`src/rtl/viterbi_pkg.sv`:
```
// Shared types and constants for the BER test sequencer that drives the
// conv_encoder -> viterbi_dec chain.
package viterbi_pkg;

    typedef enum logic [2:0] {IDLE, SEND, TAIL, DRAIN, DONE} bert_state_t;

    localparam logic [6:0] PRBS7_SEED = 7'h7F;
    // x^7 + x^6 + 1: feedback is the XOR of state bits 6 and 5
    localparam logic [6:0] PRBS7_TAPS = 7'b110_0000;
    localparam int         AXIS_W     = 8;

    // One LFSR step; the transmitted bit is the MSB of the current state
    function automatic logic [6:0] prbs7_next(input logic [6:0] s);
        return {s[5:0], ^(s & PRBS7_TAPS)};
    endfunction

endpackage

```
`src/rtl/viterbi_bert_ctrl_if.sv`:
```
// Control, status and both AXI-stream legs of the BER sequencer.
// master = the sequencer, slave = the surrounding system / bench.
interface viterbi_bert_ctrl_if;
    import viterbi_pkg::*;

    logic              start;
    logic              inj_err;
    logic              enc_tvalid;
    logic              enc_tready;
    logic [AXIS_W-1:0] enc_tdata;
    logic              dec_tvalid;
    logic              dec_tready;
    logic [AXIS_W-1:0] dec_tdata;
    logic              busy;
    logic              done;
    logic              timeout;
    logic              overrun;
    logic [31:0]       bit_count;
    logic [31:0]       err_count;

    modport master (
        input  start, inj_err, enc_tready, dec_tvalid, dec_tdata,
        output enc_tvalid, enc_tdata, dec_tready, busy, done, timeout, overrun,
               bit_count, err_count
    );

    modport slave (
        output start, inj_err, enc_tready, dec_tvalid, dec_tdata,
        input  enc_tvalid, enc_tdata, dec_tready, busy, done, timeout, overrun,
               bit_count, err_count
    );

endinterface

```
`src/rtl/ref_bit_fifo.sv`:
```
// Synchronous 1-bit FIFO holding transmitted reference bits until the
// decoder returns them. DEPTH must be a power of two, >= 2.
module ref_bit_fifo #(
    parameter int DEPTH = 128
) (
    input  logic clk,
    input  logic reset,
    input  logic clr,
    input  logic push,
    input  logic din,
    input  logic pop,
    output logic dout,
    output logic full,
    output logic empty
);
    localparam int AW = $clog2(DEPTH);

    logic [DEPTH-1:0] mem;
    logic [AW:0]      wr_ptr;
    logic [AW:0]      rd_ptr;
    logic             do_push;
    logic             do_pop;

    // A pop in the same cycle frees the slot, so push at full is allowed then
    assign do_push = push && (!full || pop);
    assign do_pop  = pop && !empty;
    assign empty   = (wr_ptr == rd_ptr);
    assign full    = (wr_ptr[AW] != rd_ptr[AW]) && (wr_ptr[AW-1:0] == rd_ptr[AW-1:0]);
    assign dout    = mem[rd_ptr[AW-1:0]];

    // Pointers with an extra wrap bit to tell full from empty
    always_ff @(posedge clk) begin
        if (reset || clr) begin
            wr_ptr <= '0;
            rd_ptr <= '0;
        end else begin
            if (do_push) wr_ptr <= wr_ptr + 1'b1;
            if (do_pop)  rd_ptr <= rd_ptr + 1'b1;
        end
    end

    // Storage; contents need no reset since the pointers gate visibility
    always_ff @(posedge clk) begin
        if (do_push) mem[wr_ptr[AW-1:0]] <= din;
    end

endmodule

```
`src/rtl/viterbi_bert_ctrl.sv`:
```
// BER test sequencer: sends a PRBS-7 frame plus zero tail into the encoder,
// keeps each sent bit in a reference FIFO and scores the decoder output.
module viterbi_bert_ctrl
    import viterbi_pkg::*;
#(
    parameter int FRAME_LEN = 1024,  // payload bits, >= 1
    parameter int TAIL_LEN  = 6,     // zero flush bits, >= 1
    parameter int REF_DEPTH = 128,   // power of 2, larger than decoder latency
    parameter int TIMEOUT   = 4096   // DRAIN clocks allowed without a decoder beat
) (
    input  logic                clk,
    input  logic                reset,
    viterbi_bert_ctrl_if.master bus
);
    localparam logic [31:0] TOTAL     = 32'(FRAME_LEN + TAIL_LEN);
    localparam logic [31:0] LAST_PAY  = 32'(FRAME_LEN - 1);
    localparam logic [31:0] LAST_TAIL = 32'(TAIL_LEN - 1);
    localparam logic [31:0] IDLE_MAX  = 32'(TIMEOUT);

    bert_state_t state;
    logic [6:0]  prbs;
    logic [31:0] beat_cnt;
    logic [31:0] idle_cnt;
    logic [31:0] bit_count;
    logic [31:0] err_count;
    logic        active;
    logic        done;
    logic        timeout;
    logic        overrun;
    logic        enc_tvalid;
    logic        ref_bit;
    logic        tx_bit;
    logic        enc_fire;
    logic        dec_fire;
    logic        fifo_clr;
    logic        fifo_pop;
    logic        fifo_dout;
    logic        fifo_full;
    logic        fifo_empty;
    logic        unused_dec_hi;

    // Valid only falls on a push (which needs acceptance) filling the FIFO, so
    // a pending beat is never withdrawn. inj_err must be held while pending.
    assign enc_tvalid = (state == SEND || state == TAIL) && !fifo_full;
    assign ref_bit    = (state == SEND) ? prbs[6] : 1'b0;
    assign tx_bit     = ref_bit ^ (bus.inj_err && state == SEND);
    assign enc_fire   = enc_tvalid && bus.enc_tready;
    assign dec_fire   = bus.dec_tvalid && active;
    assign fifo_pop   = dec_fire && !fifo_empty;
    assign fifo_clr   = (state == IDLE) && bus.start;

    assign bus.enc_tvalid = enc_tvalid;
    assign bus.enc_tdata  = {{(AXIS_W-1){1'b0}}, tx_bit};
    assign bus.dec_tready = active;
    assign bus.busy       = active;
    assign bus.done       = done;
    assign bus.timeout    = timeout;
    assign bus.overrun    = overrun;
    assign bus.bit_count  = bit_count;
    assign bus.err_count  = err_count;
    assign unused_dec_hi  = ^bus.dec_tdata[AXIS_W-1:1];

    ref_bit_fifo #(.DEPTH(REF_DEPTH)) u_ref_fifo (
        .clk   (clk),
        .reset (reset),
        .clr   (fifo_clr),
        .push  (enc_fire),
        .din   (ref_bit),
        .pop   (fifo_pop),
        .dout  (fifo_dout),
        .full  (fifo_full),
        .empty (fifo_empty)
    );

    // Frame sequencing FSM with PRBS, beat and DRAIN idle counters
    always_ff @(posedge clk) begin
        if (reset) begin
            state    <= IDLE;
            prbs     <= PRBS7_SEED;
            beat_cnt <= '0;
            idle_cnt <= '0;
            active   <= 1'b0;
            done     <= 1'b0;
            timeout  <= 1'b0;
        end else begin
            done <= 1'b0;
            case (state)
                IDLE: if (bus.start) begin
                    state    <= SEND;
                    active   <= 1'b1;
                    prbs     <= PRBS7_SEED;
                    beat_cnt <= '0;
                    idle_cnt <= '0;
                    timeout  <= 1'b0;
                end
                SEND: if (enc_fire) begin
                    prbs <= prbs7_next(prbs);
                    if (beat_cnt == LAST_PAY) begin
                        state    <= TAIL;
                        beat_cnt <= '0;
                    end else begin
                        beat_cnt <= beat_cnt + 32'd1;
                    end
                end
                TAIL: if (enc_fire) begin
                    if (beat_cnt == LAST_TAIL) begin
                        state    <= DRAIN;
                        beat_cnt <= '0;
                        idle_cnt <= '0;
                    end else begin
                        beat_cnt <= beat_cnt + 32'd1;
                    end
                end
                DRAIN: begin
                    if (fifo_empty && bit_count == TOTAL) begin
                        state  <= DONE;
                        active <= 1'b0;
                        done   <= 1'b1;
                    end else if (idle_cnt == IDLE_MAX) begin
                        state   <= DONE;
                        active  <= 1'b0;
                        done    <= 1'b1;
                        timeout <= 1'b1;
                    end
                    if (dec_fire)
                        idle_cnt <= '0;
                    else if (idle_cnt != IDLE_MAX)
                        idle_cnt <= idle_cnt + 32'd1;
                end
                DONE:    state <= IDLE;
                default: state <= IDLE;
            endcase
        end
    end

    // Comparator: score each decoder beat against the oldest reference bit
    always_ff @(posedge clk) begin
        if (reset || fifo_clr) begin
            bit_count <= '0;
            err_count <= '0;
            overrun   <= 1'b0;
        end else if (dec_fire) begin
            if (fifo_empty) begin
                overrun <= 1'b1;
            end else begin
                bit_count <= bit_count + 32'd1;
                if (bus.dec_tdata[0] != fifo_dout && err_count != 32'hFFFF_FFFF)
                    err_count <= err_count + 32'd1;
            end
        end
    end

endmodule

```
`src/flat_wrapper.sv`:
```
// flat-port wrapper written by rule: the top's interface ports become plain ports
module viterbi_bert_ctrl_flat import viterbi_pkg::*;
#(
    parameter int FRAME_LEN = 1024,                       
    parameter int TAIL_LEN  = 6,                             
    parameter int REF_DEPTH = 128,                                             
    parameter int TIMEOUT   = 4096                                                 
)
  (clk, reset, bus_start, bus_inj_err, bus_enc_tready, bus_dec_tvalid, bus_dec_tdata, bus_enc_tvalid, bus_enc_tdata, bus_dec_tready, bus_busy, bus_done, bus_timeout, bus_overrun, bus_bit_count, bus_err_count);
  viterbi_bert_ctrl_if bus_i ();
  input  logic clk;
  input  logic reset;
  input wire logic [$bits(bus_i.start)-1:0] bus_start;
  input wire logic [$bits(bus_i.inj_err)-1:0] bus_inj_err;
  input wire logic [$bits(bus_i.enc_tready)-1:0] bus_enc_tready;
  input wire logic [$bits(bus_i.dec_tvalid)-1:0] bus_dec_tvalid;
  input wire logic [$bits(bus_i.dec_tdata)-1:0] bus_dec_tdata;
  output wire logic [$bits(bus_i.enc_tvalid)-1:0] bus_enc_tvalid;
  output wire logic [$bits(bus_i.enc_tdata)-1:0] bus_enc_tdata;
  output wire logic [$bits(bus_i.dec_tready)-1:0] bus_dec_tready;
  output wire logic [$bits(bus_i.busy)-1:0] bus_busy;
  output wire logic [$bits(bus_i.done)-1:0] bus_done;
  output wire logic [$bits(bus_i.timeout)-1:0] bus_timeout;
  output wire logic [$bits(bus_i.overrun)-1:0] bus_overrun;
  output wire logic [$bits(bus_i.bit_count)-1:0] bus_bit_count;
  output wire logic [$bits(bus_i.err_count)-1:0] bus_err_count;
  assign bus_i.start = bus_start;
  assign bus_i.inj_err = bus_inj_err;
  assign bus_i.enc_tready = bus_enc_tready;
  assign bus_i.dec_tvalid = bus_dec_tvalid;
  assign bus_i.dec_tdata = bus_dec_tdata;
  assign bus_enc_tvalid = bus_i.enc_tvalid;
  assign bus_enc_tdata = bus_i.enc_tdata;
  assign bus_dec_tready = bus_i.dec_tready;
  assign bus_busy = bus_i.busy;
  assign bus_done = bus_i.done;
  assign bus_timeout = bus_i.timeout;
  assign bus_overrun = bus_i.overrun;
  assign bus_bit_count = bus_i.bit_count;
  assign bus_err_count = bus_i.err_count;
  viterbi_bert_ctrl #(.FRAME_LEN(FRAME_LEN), .TAIL_LEN(TAIL_LEN), .REF_DEPTH(REF_DEPTH), .TIMEOUT(TIMEOUT)) u_core (.clk(clk), .reset(reset), .bus(bus_i));
endmodule
```
`config.mk`:
```
export PLATFORM = sky130hd
export DESIGN_NAME = viterbi_bert_ctrl_flat
export DESIGN_NICKNAME = d
export VERILOG_FILES = /design/src/rtl/viterbi_pkg.sv /design/src/rtl/viterbi_bert_ctrl_if.sv /design/src/rtl/ref_bit_fifo.sv /design/src/rtl/viterbi_bert_ctrl.sv /design/src/flat_wrapper.sv
export SDC_FILE = /design/constraint.sdc
export NUM_CORES = 1
export LEC_CHECK = 0
export CELL_PAD_IN_SITES_DETAIL_PLACEMENT = 0
export CELL_PAD_IN_SITES_GLOBAL_PLACEMENT = 1
export CORE_MARGIN = 5
export CORE_UTILIZATION = 47
export DETAILED_ROUTE_END_ITERATION = 10
export HOLD_SLACK_MARGIN = 0.06
export PLACE_DENSITY = 0.81
export SKIP_CTS_REPAIR_TIMING = 1
export SLEW_MARGIN = 20
export SYNTH_ARGS = -nofsm -noshare
export SYNTH_HDL_FRONTEND = slang
export SYNTH_HIERARCHICAL = 1
export SYNTH_SLANG_ARGS = --single-unit
```
`constraint.sdc`:
```
create_clock -name clk -period 3.6 [get_ports clk]
set_input_delay 0.54 -clock clk [delete_from_list [all_inputs] [get_ports clk]]
set_output_delay 0.54 -clock clk [all_outputs]
set_load 0.01 [all_outputs]
```
**After elaboration in Yosys (flattened, before gate mapping)**

Index checks and enable logic that the tools add are counted.

- Register bits after elaboration: 286
- Bits in latches: 0
- RAM bits: 0
- Memory bits (read-only): 0
- Input bits: 14
- Output and inout port bits: 78
- Word-level logic and storage cells: 118
- Memories: 0

- Add/subtract/negate cells: 6
- Multiply operators: 0
- Div/mod/pow operators: 0
- Order comparisons: 3
- Equality and inequality tests: 22
- Shifts and indexed selects: 0
- Muxes and demuxes: 38
- Bitwise operators: 3
- Reduce and logical (&&, ||, !) cells: 33

Operators with widths:

| cell | count |
|---|---|
| 32-bit two-way mux | 9 |
| 32-bit case mux with 3 select lines | 2 |
| 32-bit by 1-bit adder with 32-bit output (second input constant) | 4 |
| 128-bit bitwise mux | 1 |
| 32-bit by 10-bit == test with 1-bit output (second input constant) | 1 |
| 32-bit by 11-bit == test with 1-bit output (second input constant) | 1 |
| 32-bit by 13-bit == test with 1-bit output (second input constant) | 1 |
| 32-bit by 3-bit == test with 1-bit output (second input constant) | 1 |
| 32-bit by 13-bit != test with 1-bit output (second input constant) | 1 |
| 32-bit != test (second input constant) | 1 |
| 3-bit two-way mux | 7 |
| 8-bit by 1-bit adder with 8-bit output (second input constant) | 2 |
| 7-bit by 8-bit less-than comparator with 1-bit output (second input constant) | 2 |
| 7-bit two-way mux | 2 |
| 7-bit case mux with 2 select lines | 1 |
| 1-bit logical AND | 12 |
| 2-bit != test (second input constant) | 6 |
| 3-bit case mux with 4 select lines | 1 |
| 1-bit two-way mux | 11 |
| 3-bit AND reduction | 3 |
| 8-bit == test | 1 |
| 4-bit AND reduction | 2 |
| 1-bit binary-select mux with 7-bit select | 1 |
| 1-bit demux with 7-bit select | 1 |
| other kinds (20) | 31 |

**Depth between registers and ports, before layout**

- Word-level depth: 7
- Gate-level depth with buffers: 15
- Mapped depth without buffers: 11

**By module**

The synthesis kept the hierarchy.

Modules (own cells, without submodules):

| module | times used | cells an instance | area each (µm²) | seq. area each (µm²) |
|---|---|---|---|---|
| viterbi_bert_ctrl | 1 | 916 | 7303.3 | 2842.7 |
| ref_bit_fifo | 1 | 505 | 6710.2 | 4164.0 |

**Least setup slack after synthesis**

No wires, ideal clock.

- Path type: register to register
- Start point: reg u_core.u_ref_fifo.rd_ptr[0]
- End point: reg u_core.err_count[25] (netlist: u_core/bus.err_count[25])
- Setup time: 0.128 ns
- Arrival time: 2.951 ns
- Required time: 3.472 ns
- Slack: 0.521 ns
- Cell stages (with the launch flop): 16
- Path buffers: 4
- Period minus slack after synthesis: 3.079 ns
- Cell sequence: dfxtp_1 buf_2 buf_2 buf_2 mux2i_1 nor2_1 a2111o_1 o211ai_1 a32oi_1 xnor2_1 nor3_1 o21ai_2 buf_2 nor3_1 xnor2_1 nor2_1

- Word-level cells in the longest chain between the ends: 5
- Elaborated cells on any way between the ends: 7
- Classes of those cells: eq/ne: 2; mux: 2; bitwise: 1; reduce/logical: 2

RTL lines:

| item | line | source |
|---|---|---|
| start, declared | ref_bit_fifo.sv:20 | `logic [AW:0] rd_ptr;` |
| start signal, assigned | ref_bit_fifo.sv:38 | `if (do_pop) rd_ptr <= rd_ptr + 1'b1;` |
| 1-bit binary-select mux with 7-bit select | ref_bit_fifo.sv:29 | `assign dout = mem[rd_ptr[AW-1:0]];` |
| 1-bit two-way mux (not written as such) | ref_bit_fifo.sv:29 |  |
| via u_core.fifo_dout | viterbi_bert_ctrl.sv:37 | `logic fifo_dout;` |
| 1-bit != test | viterbi_bert_ctrl.sv:147 | `if (bus.dec_tdata[0] != fifo_dout && err_count != 32'hFFFF_FFFF)` |
| 1-bit logical AND | viterbi_bert_ctrl.sv:147 |  |
| 3-bit AND reduction (no source line) | - |  |
| end signal, assigned | viterbi_bert_ctrl.sv:148 | `err_count <= err_count + 32'd1;` |
| end, declared | viterbi_bert_ctrl.sv:25 | `logic [31:0] err_count;` |

The timed path passes the listed nets, and every way through them passes these cells. The select of a mux whose other input is x is not followed.
A chain may end at the register's enable or synchronous reset.

**Worst setup path in the final report**

- Start point: reg u_core.u_ref_fifo.rd_ptr[0]
- End point: reg u_core.u_ref_fifo.mem[61] (enable)

- Elaborated cells on any way between the ends: 10
- Classes of those cells: eq/ne: 2; reduce/logical: 8

RTL lines:

| item | line | source |
|---|---|---|
| 8-bit == test | ref_bit_fifo.sv:27 | `assign empty = (wr_ptr == rd_ptr);` |
| via u_core.fifo_empty | viterbi_bert_ctrl.sv:39 | `logic fifo_empty;` |
| 1-bit logical NOT | viterbi_bert_ctrl.sv:49 | `assign fifo_pop = dec_fire && !fifo_empty;` |
| 1-bit logical AND | viterbi_bert_ctrl.sv:49 |  |
| 1-bit logical OR | ref_bit_fifo.sv:25 | `assign do_push = push && (!full \|\| pop);` |
| 1-bit logical AND | ref_bit_fifo.sv:25 |  |
| end signal, assigned by index | ref_bit_fifo.sv:44 | `if (do_push) mem[wr_ptr[AW-1:0]] <= din;` |
| end, declared | ref_bit_fifo.sv:18 | `logic [DEPTH-1:0] mem;` |

The timed path passes the listed nets, and every way through them passes these cells.

==> impl_metrics.ini <==
[timing]
drv_slew = 0
hold_viol_final = 0
setup-tns-final_ns = 0
achievable-frequency_ghz = 0.299
skew_ns = 0.0109
timing.max_slew.rel_slack_pct = 32.6
final_setup_violation_count = 0
tightest_slew_ns = 1.01
fin_crit_sh_pct = 92.8
period_minus_slack_ns = 3.34
rsz0062_at_grt = no

[synth]
yosys.area_share.simple_pct = 25.0
synth-main-ff-cell = dfxtp_1
synth_xor_area_share_pct = 5.44
yosysWarnings = 6
postSynthRegisterBits = 286
synth_adder_area_share_pct = 0.804
yosys_top_cell_area_share_pct = 27.4
synth_top_family_by_area = simple AND/OR/NAND/NOR gates
synth-compound-area-share_pct = 8.96
synth_edf_count = 128
post_synth_instance_area_sq_um = 14000
netlist-cell-type-count = 83
syn_inst = 1421
synthTopCellsByArea = edfxtp_1, dfxtp_1, nor2_1, mux4_2, xnor2_1
synth_async_sr_flop_share_pct = 0
synthMuxAreaShare_pct = 5.75
synth_seq_area_share_pct = 50.0
syn-mean-instance-area_sq_um = 9.86
synth_top_area_cell = edfxtp_1

[die]
fp.dieArea_sq_um = 33400
fp-row-count = 63
floorplan.io_pins = 92
fp.dieW_um = 183
start_util_pct = 47.4
die_y_um = 183
coreArea_sq_um = 29600

[setup_path]
startpoint_type = register
timing.critical_path.required_ns = 3.90
end_kind = register
crit_path_max_fanout = 16
crit_type = register to register
arrival_ns = 3.64
r2r_slack_ns = 0.26

[finish]
postLayoutCoreUtil_pct = 54.8
num_antenna_cells = 0
area.growth.synth_to_final_pct = 15.5
post_route_cells_drive_above_1_share_pct = 10.6
design_area_sq_um = 16200
final_nets = 1509
post_layout_nonfiller_instances = 1900

[grt]
grt_first_pass_wirelength_mm = 55.6
gr_met1_demand_resource_pct = 27.9
grtUsageMet2_pct = 33.7
antenna_found_initial = 0
top_usage_layer = met2
number_of_global_route_vias_before_repair = 10509
grtUsageTotal_pct = 20.0
globalRouteMet3Util_pct = 2.71
global_route.overflow_total = 0
grt_max_degree = 71

[drt]
initialDrtViolationCount = 780
drtAntennaViolNets = 0
viasPerCell = 5.76
drc = 0
detailedRoute.firstPassIterationCount = 5
dr_total_vias = 10942
drt-total-wl_mm = 33.7
detail_route.wl_per_cell_um = 17.7

[clock_tree]
clock_tree_from_tritoncts = built
cts.path.max_buffers = 3
cts_root_buf = clkbuf_16
cts-htree-levels = 1
path_clk_slew_ns = 0.06
cts_buffers = 31
clock_latency_on_the_worst_skew_pair_ns = 0.55
cts_sink_cnt = 286

[power_and_ir_drop]
pwr_density_cell_nw_per_um2 = 438
vdd_drop_max_v = 0.000315
static-leakage-power_nw = 4.95

[placement]
port_buffers = 77
placement.cell_area_sq_um = 15200
numPlacedInstances = 1843
dp.final_hpwl_mm = 21.9
final_gp_congestion = 0.811

[hold_path]
worst_hold_path_type = primary input to register

[run_status]
run_status = finished, final reports clean

[flow_run]
maxcap_violations = 0
flip-flops by register name (all words and copies together) (netlist names):
signal                    count
u_core/bus.busy               1
u_core/prbs                   7
u_core/u_ref_fifo/mem       128
u_core/bus.err_count         32
u_core/bus.bit_count         32
u_core/u_ref_fifo/rd_ptr      8
u_core/beat_cnt              32
u_core/u_ref_fifo/wr_ptr      8
u_core/idle_cnt              32
u_core/bus.done               1
u_core/state                  3
u_core/bus.overrun            1
u_core/bus.timeout            1
cells in the final DEF (no fill, tap or decap), types with 31 or more instances in the layout:
master,count
a21oi_1,41
buf_4,32
nand4_1,36
nand3_1,59
o21ai_0,42
nor3_1,50
clkbuf_16,31
nor4_1,32
nand2_1,113
clkdlybuf4s50_1,76
nor2_1,251
edfxtp_1,128
dfxtp_1,156
xnor2_1,63
through the flow:
stage	hold WS (ns)	total power, mW	setup WS, ns
final	0.412	7.08	0.260
after global routing	0.419	7.35	0.0641
after CTS	0.397	7.14	0.216
after detailed placement	0.473	4.16	0.241
after global placement	0.464	4.14	0.281
after floorplan	0.461	3.96	0.521
Yosys cell counts, types with 15 or more instances:
| library cell | instances |
|---|---|
| nor3_1 | 50 |
| nor4_1 | 32 |
| inv_1 | 24 |
| xor2_1 | 24 |
| nand4_1 | 36 |
| or3_1 | 21 |
| mux4_2 | 29 |
| buf_2 | 32 |
| and3_1 | 30 |
| a21oi_1 | 41 |
| nand3_1 | 59 |
| clkbuf_1 | 37 |
| edfxtp_1 | 128 |
| xnor2_1 | 63 |
| a311oi_1 | 20 |
| dfxtp_1 | 158 |
| o21ai_0 | 42 |
| nand2_1 | 113 |
| nor2_1 | 251 |
| and4_1 | 15 |
| a31oi_1 | 26 |
area by class of cell:
class | instances | area (sq um)
Sequential cell | 286 | 7010
Clock inverter | 13 | 71.3
Tap cell | 390 | 488
Fill cell | 2689 | 13400
Timing Repair Buffer | 116 | 1150
Inverter | 25 | 93.8
Clock buffer | 44 | 895
Multi-Input combinational cell | 1026 | 6480
power breakdown:
group	internal, mW	switching [mW]
sequential	3.50	0.0270
clock	1.72	1.28
combinational	0.148	0.412
critical path, stage by stage (launching register included):
cell and delay [ns]:
dfxtp_2 0.52, buf_12 0.22, xnor2_1 0.18, nand4_4 0.19, or2_2 0.33, nor2_1 0.20
and3b_1 0.21, nand2b_1 0.21, o311ai_4 0.47, or3b_1 0.18, buf_4 0.27, nor2_1 0.11
kinds of logic (layout without fill, tap and decap cells):
family	Yosys count	after routing
AOI/OAI and AO/OA	186	186
adders and majority gates	9	9
and+or+nand+nor	693	693
other	1	7
buffers and inverters	115	198
xor gates and xnor gates	87	87
DFF	286	286
muxes	44	44
final timing paths:
| kind | from | cells past startpoint | end |
|---|---|---|---|
| worst max-delay path | u_core/u_ref_fifo/rd_ptr[0]$_SDFFE_PP0P_ | 11 | u_core/u_ref_fifo/mem[61]$_DFFE_PP_ |
| worst min-delay path | reset | 2 | u_core/idle_cnt[0]$_SDFFE_PP0P_ |
| worst max register to register | u_core/u_ref_fifo/rd_ptr[0]$_SDFFE_PP0P_ | 11 | u_core/u_ref_fifo/mem[61]$_DFFE_PP_ |
| worst min register to register | u_core/bus.timeout$_SDFFE_PP0P_ | 2 | u_core/bus.timeout$_SDFFE_PP0P_ |
routing by layer:
metal | wire [um] | part of all wire [%]
met1 | 15000 | 45
met2 | 16200 | 48
met3 | 1860 | 5.5
met4 | 598 | 1.8
met5 | 0 | 0
Note: power is estimated with default switching activity, not from simulation.
